--- src/rtl/array_ctrl_pkg.sv ---
// Shared definitions for the array refresh controllers.
//   rf_state_e        : refresh FSM states (IDLE/RAS/RP/DONE)
//   RF_MODE_ALL       : all banks refreshed together
//   RF_MODE_PER_BANK  : banks refreshed one after another
//   TIMING_CNT_WIDTH  : width of the tRAS/tRP configuration and timers
//   clamp_min1()      : maps a zero timing value to one cycle
package array_ctrl_pkg;

   typedef enum logic [1:0] {
      ST_IDLE = 2'd0,
      ST_RAS  = 2'd1,
      ST_RP   = 2'd2,
      ST_DONE = 2'd3
   } rf_state_e;

   localparam logic RF_MODE_ALL      = 1'b0;
   localparam logic RF_MODE_PER_BANK = 1'b1;
   localparam int   TIMING_CNT_WIDTH = 8;

   function automatic logic [TIMING_CNT_WIDTH-1:0] clamp_min1(
      input logic [TIMING_CNT_WIDTH-1:0] v);
      return (v == '0) ? TIMING_CNT_WIDTH'(1) : v;
   endfunction

endpackage

--- src/rtl/array_rf_timer.sv ---
// Loadable down-counter timing one RAS or RP phase.
//   clk, rst_n   : clock, synchronous active-low reset
//   i_load       : load i_load_val (zero is loaded as one)
//   i_load_val   : phase length in cycles
//   o_expire     : high during the last cycle of the loaded phase
module array_rf_timer
   import array_ctrl_pkg::*;
(
   input  logic                        clk,
   input  logic                        rst_n,
   input  logic                        i_load,
   input  logic [TIMING_CNT_WIDTH-1:0] i_load_val,
   output logic                        o_expire
);

   logic [TIMING_CNT_WIDTH-1:0] r_cnt;

   // The load happens on the edge entering the phase, so the count equals
   // the remaining cycles of the phase including the current one.
   always_ff @(posedge clk) begin
      if (!rst_n)
         r_cnt <= '0;
      else if (i_load)
         r_cnt <= clamp_min1(i_load_val);
      else if (r_cnt != '0)
         r_cnt <= r_cnt - TIMING_CNT_WIDTH'(1);
   end

   assign o_expire = (r_cnt == TIMING_CNT_WIDTH'(1));

endmodule

--- src/rtl/array_rf_burst_ctrl.sv ---
// Burst refresh controller: each rf_start refreshes mc_rf_burst_cfg rows,
// either in all banks at once or bank by bank, with a wrapping row pointer.
//   clk, rst_n          : clock, synchronous active-low reset
//   mc_tras_cfg         : RAS cycles per refresh (0 acts as 1)
//   mc_trp_cfg          : RP cycles per refresh (0 acts as 1)
//   mc_rf_burst_cfg     : rows per rf_start
//   mc_rf_mode_cfg      : 0 all-bank, 1 per-bank sequential
//   rf_start            : start request (ignored while busy)
//   rf_abort            : stop after the current row/bank (ARRAY_RF_ABORT_EN only)
//   rf_done             : one-cycle completion pulse
//   rf_busy             : high outside IDLE
//   array_banksel_n_rf  : active-low bank selects
//   array_raddr_rf      : row being refreshed
// Optional feature macro: ARRAY_RF_ABORT_EN
module array_rf_burst_ctrl
   import array_ctrl_pkg::*;
#(
   parameter int AXI_RADDR_WIDTH = 14,
   parameter int BANK_NUM        = 4,
   parameter int BURST_CNT_WIDTH = 4
) (
   input  logic                        clk,
   input  logic                        rst_n,
   input  logic [TIMING_CNT_WIDTH-1:0] mc_tras_cfg,
   input  logic [TIMING_CNT_WIDTH-1:0] mc_trp_cfg,
   input  logic [BURST_CNT_WIDTH-1:0]  mc_rf_burst_cfg,
   input  logic                        mc_rf_mode_cfg,
   input  logic                        rf_start,
`ifdef ARRAY_RF_ABORT_EN
   input  logic                        rf_abort,
`endif
   output logic                        rf_done,
   output logic                        rf_busy,
   output logic [BANK_NUM-1:0]         array_banksel_n_rf,
   output logic [AXI_RADDR_WIDTH-1:0]  array_raddr_rf
);

   localparam int BANK_IDX_W = (BANK_NUM > 1) ? $clog2(BANK_NUM) : 1;
   localparam logic [BANK_IDX_W-1:0] LAST_BANK = BANK_IDX_W'(BANK_NUM - 1);

   rf_state_e                   r_state, w_state_nxt;
   logic [AXI_RADDR_WIDTH-1:0]  r_row, w_row_nxt;
   logic [BANK_IDX_W-1:0]       r_bank, w_bank_nxt;
   logic [BURST_CNT_WIDTH-1:0]  r_burst, w_burst_nxt;
   logic [TIMING_CNT_WIDTH-1:0] r_tras, r_trp;
   logic                        r_mode;
   logic                        w_latch;
   logic                        w_tmr_load;
   logic [TIMING_CNT_WIDTH-1:0] w_tmr_val;
   logic                        w_tmr_exp;
   logic                        w_row_done;
   logic                        w_abort;
   logic [BANK_NUM-1:0]         w_banksel_n;

   array_rf_timer u_timer (
      .clk        (clk),
      .rst_n      (rst_n),
      .i_load     (w_tmr_load),
      .i_load_val (w_tmr_val),
      .o_expire   (w_tmr_exp)
   );

`ifdef ARRAY_RF_ABORT_EN
   logic r_abort;

   // Sticky while a burst runs; an abort seen in the final RP cycle counts too.
   always_ff @(posedge clk) begin
      if (!rst_n)
         r_abort <= 1'b0;
      else if (r_state == ST_IDLE || r_state == ST_DONE)
         r_abort <= 1'b0;
      else if (rf_abort)
         r_abort <= 1'b1;
   end

   assign w_abort = r_abort | (rf_abort & (r_state == ST_RP));
`else
   assign w_abort = 1'b0;
`endif

   // A row is finished once its last bank has been precharged.
   assign w_row_done = (r_mode == RF_MODE_ALL) || (r_bank == LAST_BANK);

   always_comb begin
      w_state_nxt = r_state;
      w_row_nxt   = r_row;
      w_bank_nxt  = r_bank;
      w_burst_nxt = r_burst;
      w_latch     = 1'b0;
      w_tmr_load  = 1'b0;
      w_tmr_val   = r_tras;
      case (r_state)
         ST_IDLE: begin
            if (rf_start) begin
               w_latch     = 1'b1;
               w_bank_nxt  = '0;
               w_burst_nxt = mc_rf_burst_cfg;
               if (mc_rf_burst_cfg == '0) begin
                  w_state_nxt = ST_DONE;
               end else begin
                  // Config registers are not written yet; use the live input.
                  w_state_nxt = ST_RAS;
                  w_tmr_load  = 1'b1;
                  w_tmr_val   = mc_tras_cfg;
               end
            end
         end
         ST_RAS: begin
            if (w_tmr_exp) begin
               w_state_nxt = ST_RP;
               w_tmr_load  = 1'b1;
               w_tmr_val   = r_trp;
            end
         end
         ST_RP: begin
            if (w_tmr_exp) begin
               if (!w_row_done && !w_abort) begin
                  w_bank_nxt  = r_bank + BANK_IDX_W'(1);
                  w_state_nxt = ST_RAS;
                  w_tmr_load  = 1'b1;
               end else begin
                  w_bank_nxt = '0;
                  // A partially refreshed row is retried by the next burst.
                  if (w_row_done) begin
                     w_row_nxt   = r_row + AXI_RADDR_WIDTH'(1);
                     w_burst_nxt = r_burst - BURST_CNT_WIDTH'(1);
                  end
                  if (w_abort || (r_burst == BURST_CNT_WIDTH'(1))) begin
                     w_state_nxt = ST_DONE;
                  end else begin
                     w_state_nxt = ST_RAS;
                     w_tmr_load  = 1'b1;
                  end
               end
            end
         end
         ST_DONE: w_state_nxt = ST_IDLE;
         default: w_state_nxt = ST_IDLE;
      endcase
   end

   always_ff @(posedge clk) begin
      if (!rst_n) begin
         r_state <= ST_IDLE;
         r_row   <= '0;
         r_bank  <= '0;
         r_burst <= '0;
         r_tras  <= '0;
         r_trp   <= '0;
         r_mode  <= RF_MODE_ALL;
      end else begin
         r_state <= w_state_nxt;
         r_row   <= w_row_nxt;
         r_bank  <= w_bank_nxt;
         r_burst <= w_burst_nxt;
         if (w_latch) begin
            r_tras <= mc_tras_cfg;
            r_trp  <= mc_trp_cfg;
            r_mode <= mc_rf_mode_cfg;
         end
      end
   end

   always_comb begin
      w_banksel_n = '1;
      if (r_state == ST_RAS) begin
         for (int i = 0; i < BANK_NUM; i++) begin
            if (r_mode == RF_MODE_ALL || r_bank == BANK_IDX_W'(i))
               w_banksel_n[i] = 1'b0;
         end
      end
   end

   assign array_banksel_n_rf = w_banksel_n;
   assign array_raddr_rf     = r_row;
   assign rf_done            = (r_state == ST_DONE);
   assign rf_busy            = (r_state != ST_IDLE);

endmodule

--- config.mk ---
export PLATFORM = sky130hd
export DESIGN_NAME = array_rf_burst_ctrl
export DESIGN_NICKNAME = d
export VERILOG_FILES = /design/src/rtl/array_ctrl_pkg.sv /design/src/rtl/array_rf_timer.sv /design/src/rtl/array_rf_burst_ctrl.sv
export SDC_FILE = /design/constraint.sdc
export NUM_CORES = 1
export LEC_CHECK = 0
export ABC_CLOCK_PERIOD_IN_PS = 2400
export CORE_ASPECT_RATIO = 1.25
export CORE_MARGIN = 10
export CORE_UTILIZATION = 48
export DETAILED_ROUTE_END_ITERATION = 6
export GPL_TIMING_DRIVEN = 0
export PLACE_DENSITY = 0.85
export SYNTH_ARGS = -nofsm -noshare
export SYNTH_HDL_FRONTEND = slang
export SYNTH_SLANG_ARGS = --single-unit
export TNS_END_PERCENT = 5
--- constraint.sdc ---
create_clock -name clk -period 2.4 [get_ports clk]
set_input_delay 0.48 -clock clk [delete_from_list [all_inputs] [get_ports clk]]
set_output_delay 0.48 -clock clk [all_outputs]
set_load 0.02 [all_outputs]
======== Yosys cells after proc, flatten, opt, wreduce, memory -nomap -nowiden ========
Cells that the tools add are included.
cells by class
  add/subtract/negate cells ............... 4
  muxes and demuxes ....................... 36
  bitwise logic cells ..................... 1
  eq/ne operators ......................... 12
  reduce and logical (&&, ||, !) cells .... 16
operators by type and width
  kind                   number
  $mux 8                 6
  $mux 2                 9
  $mux 4                 4
  $pmux 8 s2             1
  $add 14x1->14 const B  1
  $mux 1                 12
  $reduce_and 3->1       3
  $eq 2x2->1 const B     4
  $eq 8x1->1 const B     1
  $logic_not 8->1        1
  $pmux 2 s4             1
  $pmux 4 s2             1
  $reduce_bool 8->1      1
  $sub 8x1->8 const B    1
  $reduce_bool 2->1      3
  $eq 2x1->1 const B     2
  $eq 4x1->1 const B     1
  $logic_not 2->1        2
  $logic_not 4->1        1
  $logic_or 1x1->1       4
  $ne 2x1->1 const B     2
  $ne 2x2->1 const B     2
  $pmux 2 s2             1
  $reduce_and 4->1       1
  4 further kinds        4
word-level totals
  register bits ........................... 47
  output and inout bits ................... 20
  input port bits ......................... 24

======== Logic depth before layout (Yosys ltp) ========
  depth after elaboration ................. 7
  gate-level depth with buffers ........... 9
  mapped depth without buffers ............ 8

======== Hierarchy ========
Synthesis repeated with hierarchy kept, for this count alone.
unflattened totals
  cell total of the unflattened synthesis .. 305
  area, all modules ....................... 2486.1 um2
by module, submodules not included
  module               area each (um2)  times used  cells an instance
  array_rf_burst_ctrl  1981.9           1           248
  array_rf_timer       504.2            1           57

======== Least setup slack after synthesis ========
Ideal clock, no wire load.
  path kind ............................... register -> register
  start point ............................. register u_timer.r_cnt[1]
  end point ............................... register u_timer.r_cnt[0]
  data arrival time ....................... 2.085 ns
  setup slack ............................. 0.172 ns
  clock period less this slack ............ 2.228 ns
  setup time .............................. 0.144 ns
  stages on the path, launching flop included .. 9
  buffers on the path ..................... 0
  required time ........................... 2.256 ns
  cells stage by stage .................... dfxtp_1 inv_1 ha_1 nor3b_1 nand2_1 o21ai_1 o21ai_1 a2111oi_0 a221oi_2
between the ends
  word-level cells in the longest chain between the ends .. 6
  elaborated cells between the ends (all ways) .. 11
  those cells by class .................... eq/ne (1); mux (7); reduce/logical (3)
RTL lines
  item                      line                        source
  start: declaration        array_rf_timer.sv:16        logic [TIMING_CNT_WIDTH-1:0] r_cnt;
  start signal: assignment  array_rf_timer.sv:24        r_cnt <= clamp_min1(i_load_val);
  start signal: assignment  array_rf_timer.sv:26        r_cnt <= r_cnt - TIMING_CNT_WIDTH'(1);
  $eq 8x1->1                array_rf_timer.sv:29        assign o_expire = (r_cnt == TIMING_CNT_WIDTH'(1));
  $mux 8                    array_rf_burst_ctrl.sv:109  if (w_tmr_exp) begin
  $pmux 8 s2                array_rf_burst_ctrl.sv:92   case (r_state)
  $logic_not 8->1           array_ctrl_pkg.sv:22        return (v == '0) ? TIMING_CNT_WIDTH'(1) : v;
  $mux 8                    array_ctrl_pkg.sv:22
  $mux 8                    array_rf_timer.sv:23        else if (i_load)
Several ways; a longest one is shown, not always the timed one.
A chain may end at the register's enable or synchronous reset.

======== Worst setup path after layout ========
  start point ............................. input rf_start
  end point ............................... register u_timer.r_cnt[0]
between the ends
  word-level cells in the longest chain between the ends .. 5
  elaborated cells between the ends (all ways) .. 8
  those cells by class .................... mux (6); reduce/logical (2)
RTL lines
  item                line                       source
  start: declaration  array_rf_burst_ctrl.sv:28  input logic rf_start,
  $mux 8              array_rf_burst_ctrl.sv:94  if (rf_start) begin
  $pmux 8 s2          array_rf_burst_ctrl.sv:92
  $logic_not 8->1     array_ctrl_pkg.sv:22
  $mux 8              array_ctrl_pkg.sv:22
  $mux 8              array_rf_timer.sv:23
Several ways; a longest one is shown, not always the timed one.

==> flow_summary.toml <==
[clock_network]
clk_pin_slew_ns = 0.10
clkLatencyLatePin_ns = 0.31
cts.sinks = 47
cts.hold.buffers_added = 0
h-tree-depth = 2
cts_tree = "yes"
cts_root_buffer = "clkbuf_8"
cts_buffer_depth = 2
cts_made_buffers = 5

[sta]
skew_ns = 0.0101
whs_ns = 0.463
finalSetupViolCount = 1
relSlewSlack_pct = 59.8
clock.fmax_mhz = 404
tns_ns = -0.0749
final_hold_viol_count = 0
fin_crit_sh_pct = 103
rsz0062_at_grt = "true"
worstMarginPinSlew_ns = 0.598
min_period_ns = 2.47
setup_slack_ns = -0.0749
final_max_slew_viol_count = 0

[route]
firstDrtPassIters = 4
vias = 2605
vias_per_cell = 5.78
ant_nets = 0
drt_iter0_markers = 186
routedWlPerCell_um = 15.5
wirelength_mm = 7.01
drcViolationCount = 0

[layout]
finalNetCount = 419
antennaDiodeCount = 0
fillers = 477
drive_above_1_share_pct = 10.3
final_cell_mix = "nand2_1 (54), dfxtp_1 (46), clkdlybuf4s50_1 (35)"
stdcell_area_um2 = 3380
fin_cells = 451
final_common_cell = "nand2_1"
syn_to_final_growth_pct = 27.0

[placed_design]
place.gp.congestion = 0.904
place.detailed.hpwl_mm = 5.19
dp_cells = 443
port_buffers = 43
dpl-instance-area_um2 = 3170

[global_routing]
grt_usage_pct = 15.4
overflow = 0
grt_pass1_wl_mm = 11.4
grt_antenna_before_repair = 0
grt_pass1_vias = 2514
grt_max_degree = 17

[hold_path]
hold_path_startpoint = "r_trp[1]"
hold_path.class = "reg2reg"

[logic_synthesis]
synthSimpleGateAreaFrac_pct = 27.9
synth_fa_ha_area_share_pct = 4.23
synth-warning-count = 0
synth-compound-area-share_pct = 21.0
avgSynthCellArea_um2 = 7.92
synth_top_family_by_area = "simple AND/OR/NAND/NOR gates"
synthCells = 336
synthArstFlopShare_pct = 0
synth_ff_type = "dfxtp_1"
synth_mux_area_share_pct = 2.30
synth_nets = 369
synth.distinct_cells = 57
seq_area_frac_synth_pct = 35.4
synth-edff-count = 0
synth_xor_area_share_pct = 4.61
netlist_area_um2 = 2660
ys_seq_elements = 47

[run]
maxCapViolations = 0

[die]
die_w_um = 86.6
io_pins = 44
rows = 30
core-area_um2 = 5410
initial_utilization_pct = 49.2
die_area_um2 = 8940
die_h_um = 103

[setup_path]
end_kind = "flop"
critPathArrivalTime_ns = 2.71
crit_required_ns = 2.64
cp-start-kind = "input port"
critPathKind = "in2reg"
r2r_start = "u_timer.r_cnt[1]"
cp-startpoint = "rf_start"
path_max_fanout = 10

[status]
violations = "setup timing"
status = "complete, but fails checks"

[power_and_ir_drop]
finalPower_mw = 3.13
leakagePower_nw = 1.26
ir_drop_uv = 521
power.density_nw_per_um2 = 926
==> layer usage <==
metal  global-route usage, %  vias up  share of wire, %
li1                        -     1296                 -
met1                    16.8     1222                42
met2                    27.2       75                50
met3                    4.23       12               6.4
met4                    6.74        0               2.2
met5                       0        -                 0
==> report_power, final <==
part | internal (mW) | leakage [nW] | switching, mW | total (mW)
logic | 0.619 | 0.818 | 0.854 | 1.47
clock network | 0.316 | 0.0587 | 0.287 | 0.603
registers | 0.902 | 0.384 | 0.147 | 1.05
==> final timing paths <==
| kind | to | slack [ns] | cells past startpoint |
|---|---|---|---|
| setup / recovery | u_timer.r_cnt[0] | -0.07 | 7 |
| hold / removal | r_trp[1] | 0.46 | 2 |
| setup reg to reg | u_timer.r_cnt[0] | 0.04 | 8 |
| hold reg to reg | r_trp[1] | 0.46 | 2 |
==> critical path: stages <==
cell	delay (ns)
clkdlybuf4s50_1	0.61
or3b_1	0.54
o21ai_0	0.22
a21oi_1	0.09
nor4b_2	0.32
nand4_1	0.16
a221oi_2	0.29
==> synthesized netlist by cell type (3+ instances only) <==
cell type / n / area, um2
ha_1: 9 / 113
a32oi_1: 6 / 52.6
nor3_1: 6 / 30.0
and3_1: 7 / 43.8
nor4_1: 3 / 18.8
o21ai_0: 16 / 80.1
mux2i_1: 5 / 50.1
nor2_1: 28 / 105
nand2_1: 55 / 206
nand3_1: 10 / 50.1
clkbuf_1: 17 / 63.8
a211oi_1: 3 / 22.5
nor2b_1: 8 / 50.1
a21oi_1: 29 / 145
nand4_1: 7 / 43.8
o211ai_1: 3 / 22.5
xor2_1: 7 / 61.3
nand2b_1: 3 / 18.8
a21boi_0: 3 / 22.5
or3_1: 6 / 37.5
xnor2_1: 7 / 61.3
inv_1: 10 / 37.5
dfxtp_1: 47 / 941
==> flip-flops by register name, indices dropped and copies added, names as in the netlist <==
| name | count |
|---|---|
| array_raddr_rf | 14 |
| r_tras | 8 |
| r_trp | 8 |
| u_timer.r_cnt | 8 |
| r_burst | 4 |
| r_bank | 2 |
| r_state | 2 |
| r_mode | 1 |
==> repair_timing <==
| action | in CTS | in global routing |
|---|---|---|
| resized for setup | 23 | 11 |
| buffers inserted | 1 | 2 |
| setup endpoints to repair | 30 | 30 |
| pin swaps | 2 | 1 |
==> per-stage QoR <==
stage / util (%) / setup WS [ns]
6_report: 62.5 / -0.0749
5_1_grt: 62.5 / -0.144
4_1_cts: 61.6 / -0.0510
3_5_place_dp: 58.7 / -0.748
3_3_place_gp: 58.7 / -0.734
2_1_floorplan: - / 0.172
==> cell type report <==
class	instances	area [um2]	area share [%]
Multi-Input combinational cell	259	1670	49.5
Sequential cell	47	942	27.9
Timing Repair Buffer	46	447	13.2
Buffer	16	80.1	2.37
Tap cell	64	80.1	2.37
Clock buffer	5	68.8	2.04
Clock inverter	3	47.5	1.41
Inverter	11	41.3	1.22
==> kinds of logic after synthesis <==
group / Yosys count
adders and majority gates: 9
AOI/OAI and AO/OA: 82
buffers and inverters: 30
muxes: 6
DFF: 47
xor gates and xnor gates: 14
and+or+nand+nor: 148
Power figures use the tool's default switching activity.
